[src/rtl/instruction_decode_pkg.sv]
// Shared decode definitions: opcodes, control-group bit positions and the main decoder,
// reused by the later pipeline stages to pick apart the control groups.
package instruction_decode_pkg;

    localparam logic [5:0] OP_RTYPE = 6'b000000;
    localparam logic [5:0] OP_LW    = 6'b100011;
    localparam logic [5:0] OP_SW    = 6'b101011;
    localparam logic [5:0] OP_BEQ   = 6'b000100;
    localparam logic [5:0] OP_ADDI  = 6'b001000;

    // writeBackControl = {regWrite, memToReg}
    localparam int WB_REG_WRITE  = 1;
    localparam int WB_MEM_TO_REG = 0;
    // memAccessControl = {branch, memRead, memWrite}
    localparam int MEM_BRANCH    = 2;
    localparam int MEM_MEM_READ  = 1;
    localparam int MEM_MEM_WRITE = 0;
    // calculationControl = {regDst, aluOp[1:0], aluSrc}
    localparam int EX_REG_DST    = 3;
    localparam int EX_ALU_OP_HI  = 2;
    localparam int EX_ALU_OP_LO  = 1;
    localparam int EX_ALU_SRC    = 0;

    typedef struct packed {
        logic [1:0] wb;
        logic [2:0] mem;
        logic [3:0] ex;
    } ctrl_t;

    function automatic ctrl_t decode_ctrl(input logic [5:0] op);
        ctrl_t c;
        c = '0;
        case (op)
            OP_RTYPE: begin
                c.wb[WB_REG_WRITE] = 1'b1;
                c.ex[EX_REG_DST]   = 1'b1;
                c.ex[EX_ALU_OP_HI] = 1'b1;
            end
            OP_LW: begin
                c.wb[WB_REG_WRITE]  = 1'b1;
                c.wb[WB_MEM_TO_REG] = 1'b1;
                c.mem[MEM_MEM_READ] = 1'b1;
                c.ex[EX_ALU_SRC]    = 1'b1;
            end
            OP_SW: begin
                c.mem[MEM_MEM_WRITE] = 1'b1;
                c.ex[EX_ALU_SRC]     = 1'b1;
            end
            OP_BEQ: begin
                c.mem[MEM_BRANCH]  = 1'b1;
                c.ex[EX_ALU_OP_LO] = 1'b1;
            end
            OP_ADDI: begin
                c.wb[WB_REG_WRITE] = 1'b1;
                c.ex[EX_ALU_SRC]   = 1'b1;
            end
            default: c = '0;
        endcase
        return c;
    endfunction

endpackage

[src/rtl/instruction_decode_register_file.sv]
// 32x32 register file: two asynchronous read ports with write-through bypass,
// one synchronous write port, r0 hardwired to zero.
module instruction_decode_register_file
    import instruction_decode_pkg::*;
(
    input  logic        clk,
    input  logic        reset,
    input  logic [4:0]  raddr1_i,
    input  logic [4:0]  raddr2_i,
    input  logic [4:0]  waddr_i,
    input  logic [31:0] wdata_i,
    input  logic        we_i,
    output logic [31:0] rdata1_o,
    output logic [31:0] rdata2_o
);

    // r0 has no storage; reads of address 0 are forced to zero below.
    logic [31:0] regs_q [1:31];
    logic        write_en;

    assign write_en = we_i && (waddr_i != 5'd0);

    always_ff @(posedge clk) begin
        if (reset) begin
            for (int i = 1; i < 32; i++) begin
                regs_q[i] <= '0;
            end
        end else if (write_en) begin
            regs_q[waddr_i] <= wdata_i;
        end
    end

    always_comb begin
        rdata1_o = '0;
        if (raddr1_i != 5'd0) begin
            if (write_en && (waddr_i == raddr1_i)) begin
                rdata1_o = wdata_i;
            end else begin
                rdata1_o = regs_q[raddr1_i];
            end
        end
    end

    always_comb begin
        rdata2_o = '0;
        if (raddr2_i != 5'd0) begin
            if (write_en && (waddr_i == raddr2_i)) begin
                rdata2_o = wdata_i;
            end else begin
                rdata2_o = regs_q[raddr2_i];
            end
        end
    end

endmodule

[src/rtl/instruction_decode.sv]
// ID stage: control decode, register file read, immediate sign extension and
// load-use hazard detection against the instruction issued in the previous cycle.
module instruction_decode
    import instruction_decode_pkg::*;
(
    input  logic        clk,
    input  logic        reset,
    input  logic [31:0] programCounterIn,
    input  logic [31:0] instruction,
    input  logic [4:0]  writeRegister,
    input  logic [31:0] writeData,
    input  logic        regWrite,
    output logic [1:0]  writeBackControl,
    output logic [2:0]  memAccessControl,
    output logic [3:0]  calculationControl,
    output logic [31:0] programCounterOut,
    output logic [31:0] readData1,
    output logic [31:0] readData2,
    output logic [31:0] immediateOperand,
    output logic [4:0]  rt,
    output logic [4:0]  rd,
    output logic        pcWrite,
    output logic        ifIdWrite
);

    logic [5:0] op_field;
    logic [4:0] rs_field;
    logic [4:0] rt_field;
    ctrl_t      dec_ctrl;
    logic       stall;

    logic       prev_mem_read_q, prev_mem_read_d;
    logic [4:0] prev_rt_q, prev_rt_d;

    assign op_field = instruction[31:26];
    assign rs_field = instruction[25:21];
    assign rt_field = instruction[20:16];

    assign dec_ctrl          = decode_ctrl(op_field);
    assign programCounterOut = programCounterIn;
    assign immediateOperand  = {{16{instruction[15]}}, instruction[15:0]};
    assign rt                = rt_field;
    assign rd                = instruction[15:11];

    instruction_decode_register_file u_register_file (
        .clk      (clk),
        .reset    (reset),
        .raddr1_i (rs_field),
        .raddr2_i (rt_field),
        .waddr_i  (writeRegister),
        .wdata_i  (writeData),
        .we_i     (regWrite),
        .rdata1_o (readData1),
        .rdata2_o (readData2)
    );

    assign stall = prev_mem_read_q && (prev_rt_q != 5'd0) &&
                   ((prev_rt_q == rs_field) || (prev_rt_q == rt_field));

    // A bubble issues memRead=0, so the following cycle can never stall again.
    always_comb begin
        writeBackControl   = dec_ctrl.wb;
        memAccessControl   = dec_ctrl.mem;
        calculationControl = dec_ctrl.ex;
        pcWrite            = 1'b1;
        ifIdWrite          = 1'b1;
        if (stall) begin
            writeBackControl   = '0;
            memAccessControl   = '0;
            calculationControl = '0;
            pcWrite            = 1'b0;
            ifIdWrite          = 1'b0;
        end
    end

    assign prev_mem_read_d = memAccessControl[MEM_MEM_READ];
    assign prev_rt_d       = rt_field;

    always_ff @(posedge clk) begin
        if (reset) begin
            prev_mem_read_q <= 1'b0;
            prev_rt_q       <= '0;
        end else begin
            prev_mem_read_q <= prev_mem_read_d;
            prev_rt_q       <= prev_rt_d;
        end
    end

endmodule

[config.mk]
export PLATFORM = sky130hd
export DESIGN_NAME = instruction_decode
export DESIGN_NICKNAME = d
export VERILOG_FILES = /design/src/rtl/instruction_decode_pkg.sv /design/src/rtl/instruction_decode_register_file.sv /design/src/rtl/instruction_decode.sv
export SDC_FILE = /design/constraint.sdc
export NUM_CORES = 2
export LEC_CHECK = 0
export BUFFER_PORTS_ARGS = -buffer_cell sky130_fd_sc_hd__buf_2
export CAP_MARGIN = 20
export CORE_MARGIN = 10
export CORE_UTILIZATION = 45
export DETAILED_ROUTE_END_ITERATION = 10
export GPL_ROUTABILITY_DRIVEN = 0
export SYNTH_ARGS = -nofsm -noshare
export SYNTH_HDL_FRONTEND = slang
export SYNTH_SLANG_ARGS = --single-unit
[constraint.sdc]
create_clock -name clk -period 2.7 [get_ports clk]
set_clock_uncertainty 0.1 [all_clocks]
set_input_delay 0.27 -clock clk [delete_from_list [all_inputs] [get_ports clk]]
set_output_delay 0.27 -clock clk [all_outputs]
set_load 0.01 [all_outputs]
==> results.cfg <==
[grt]
grt_busiest_layer = met2
grt_max_degree = 51
antenna_found_initial = 12
use_met1_pct = 36.03
grt_pass1_wl_um = 287400
gr-total-overflow = 0
met2_usage_pct = 45.64
track_usage_pct = 28.36
grt_pass1_vias = 38510
globalRouteMet3Util_pct = 5.875

[finish]
fin_util_pct = 54.29
fill_cells = 10010
area_growth_pct = 19.40
multi_input_area_um2 = 24810
design_area_um2 = 67390
seq_area_um2 = 30870
fin_nets = 4413
drive_above_1_share_pct = 34.13

[synthesis]
ys_types = 62
syn-cell-area_um2 = 56440
ys.flop_type = edfxtp_1
syn_inst = 4021
synth_fa_ha_area_share_pct = 0
synth-xor-area-share_pct = 0.3104
synth_compound_gate_area_share_pct = 5.775
synth_seq_cells = 1030
yosys_warnings = 0
synth_edf_count = 1024
synth-simple-area-share_pct = 13.72
ys_seq_area_share_pct = 54.70
syn_area_per_cell_um2 = 14.04
async_flop_share_pct = 0
muxShareOfSynthArea_pct = 20.90
synth_top_family_by_area = multiplexers

[sta]
setup_viol = 71
fin_crit_ns = 3.169
slew_headroom_pct = 41.96
hold_violations = 0
slew_viol_final = 0
worst_pin_slew_ns = 0.8706
final.setup.tns_ns = -12.78
grt_setup_unrepaired = yes
fmax_ghz = 0.3155
setup_ws_ns = -0.4694
post-route-period-util_pct = 117.4

[status]
status = finished, violations left
violations = negative setup slack

[place]
io_buffers = 135
dpl.hpwl_um = 134800
dpl_cell_area_um2 = 61320

[floorplanning]
die_area_um2 = 140000
io_pins = 253
die_w_um = 374.1
initial_utilization_pct = 45.47
fp.coreArea_um2 = 124100
num_rows = 129
die_height_um = 374.1

[clock_tree]
clk_pin_slew_worst_paths_ns = 0.06
cts.htree.levels = 3
cts_buffers = 110
cts_max_path_buffers = 3
insertion_delay_ns = 0.73
clock-sinks = 1030
tritoncts = built
root_buffer = clkbuf_16

[job]
maxCapViolCount = 0

[critical_path]
worstSetupPathType = reg2out
end_kind = output port
cp_max_fo = 2
reg2reg_setup_slack_ns = 0.18
cp.arrival_ns = 2.80
start_kind = register
cp.required_ns = 2.33

[pwr]
leakage_nw = 24.55
power_density_nw_per_um2 = 605.2
ir_worst_vdd_mv = 0.6375

[detailed_routing]
dr.pass1.iters = 7
via_count = 38340
wl_per_cell_um = 33.89
drt_iter0_drc = 4933
ant_nets = 0
post-route-drc-count = 0
routed_wirelength_um = 205000
routed_via_density = 6.339

[hold_path]
hp-class = in2reg
==> metal layers <==
| metal | wire length [µm] | share of wire, % | up-vias |
|---|---|---|---|
| met4 | 12400 | 6.1 | 8 |
| li1 | - | - | 15810 |
| met1 | 77380 | 38 | 19780 |
| met5 | 36 | 0.018 | - |
| met3 | 19330 | 9.4 | 517 |
| met2 | 95810 | 47 | 2226 |
==> area by class of cell <==
type                       instances  area share (%)
timing repair buffer             641           8.864
clock inverter                    72           1.051
antenna                           10         0.03713
multi-input combinational       2519           36.82
sequential                      1030           45.81
inverter                           7         0.04456
clock buffer                     132           4.334
tap                             1637           3.039
==> cell usage after synthesis, types with 4 or more instances <==
library cell,count,area [µm²]
buf_2,61,305.3
a31oi_1,7,43.79
a211oi_1,46,345.3
nor3b_1,5,37.54
o221ai_1,32,280.3
a21oi_1,63,315.3
nand2_1,112,420.4
mux4_2,372,8378
a22o_1,10,87.58
o22ai_1,37,231.5
a2111oi_0,8,70.07
mux2_2,35,394.1
nand3b_1,5,37.54
xor2_1,15,131.4
o21ai_0,41,205.2
and2_1,994,6218
buf_6,24,270.3
o2111ai_1,4,35.03
a211o_1,7,61.31
nand3_1,33,165.2
a221oi_1,33,289.0
buf_4,103,773.2
nor2_1,71,266.5
nor3_1,16,80.08
xnor2_1,5,43.79
a221o_1,13,130.1
edfxtp_1,1024,30750
mux2i_1,302,3023
buf_1,14,52.55
inv_1,5,18.77
or2_2,32,200.2
a22oi_1,88,660.6
o21ai_1,5,25.02
dfxtp_1,6,120.1
nand2b_1,11,68.82
nor2b_1,17,106.4
a32o_1,33,330.3
o211ai_1,8,60.06
clkbuf_1,290,1089
==> registers in the layout (all words and copies together) (netlist names) <==
name and count:
u_register_file.regs_q 1024, prev_rt_q 5, prev_mem_read_q 1
==> cell families after synthesis <==
kind of cell / after synthesis
xor+xnor: 20
mux: 709
buf+inv: 504
compound gates: 444
simple gates: 1313
other cells: 1
flops: 1030
==> per-stage QoR <==
stage	setup WS, ns	power [mW]	hold WS (ns)	std cells
after floorplan	0.2624	22.20	0.2689	4052
after global placement	-0.5688	24.72	0.4401	5776
after detailed placement	-0.6007	24.78	0.4401	5776
after CTS	-0.4254	40.63	0.005115	6011
after global routing	-0.5038	41.79	0.02842	6041
final	-0.4694	40.78	0.05149	6048
==> worst paths after layout <==
kind	start	to	depth (start not counted)
worst min register to register	prev_mem_read_q$_SDFF_PP0_	prev_mem_read_q$_SDFF_PP0_	6
worst min-delay path	writeData[25]	u_register_file.regs_q[0][25]$_DFFE_PP_	1
worst max register to register	prev_rt_q[1]$_SDFF_PP0_	prev_mem_read_q$_SDFF_PP0_	7
worst max-delay path	u_register_file.regs_q[22][8]$_SDFFCE_PN0P_	readData1[8]	7
==> cells in the final DEF (no fill, tap or decap), drive strengths merged, types with 64 or more instances in the layout <==
cell type	instances
mux2i	302
a21oi	64
and2	994
edfxtp	1024
buf	612
a22oi	88
clkbuf	135
nand2	112
nor2	71
mux4	372
==> timing repair <==
item,4_1_cts,5_1_grt
hold buffers,26,0
pin swaps,148,26
hold endpoints to repair,105,0
resized for setup,331,77
setup endpoints to repair,71,71
setup buffers,21,24
cloned,0,3
==> critical path: stages, from the launching register on <==
cell and delay, ns:
edfxtp_1 0.40, mux4_2 0.51, a22oi_2 0.23, a221oi_2 0.17
a2111oi_4 0.39, buf_4 0.20, nor2_1 0.03, buf_2 0.14
==> power by group <==
group	total, mW	leakage [nW]	internal (mW)	switching (mW)
Combinational	6.32	13.0	2.76	3.57
Sequential	18.9	9.80	18.5	0.471
Clock	15.5	1.77	8.99	6.53
No activity file was read; power rests on OpenSTA's default activity.
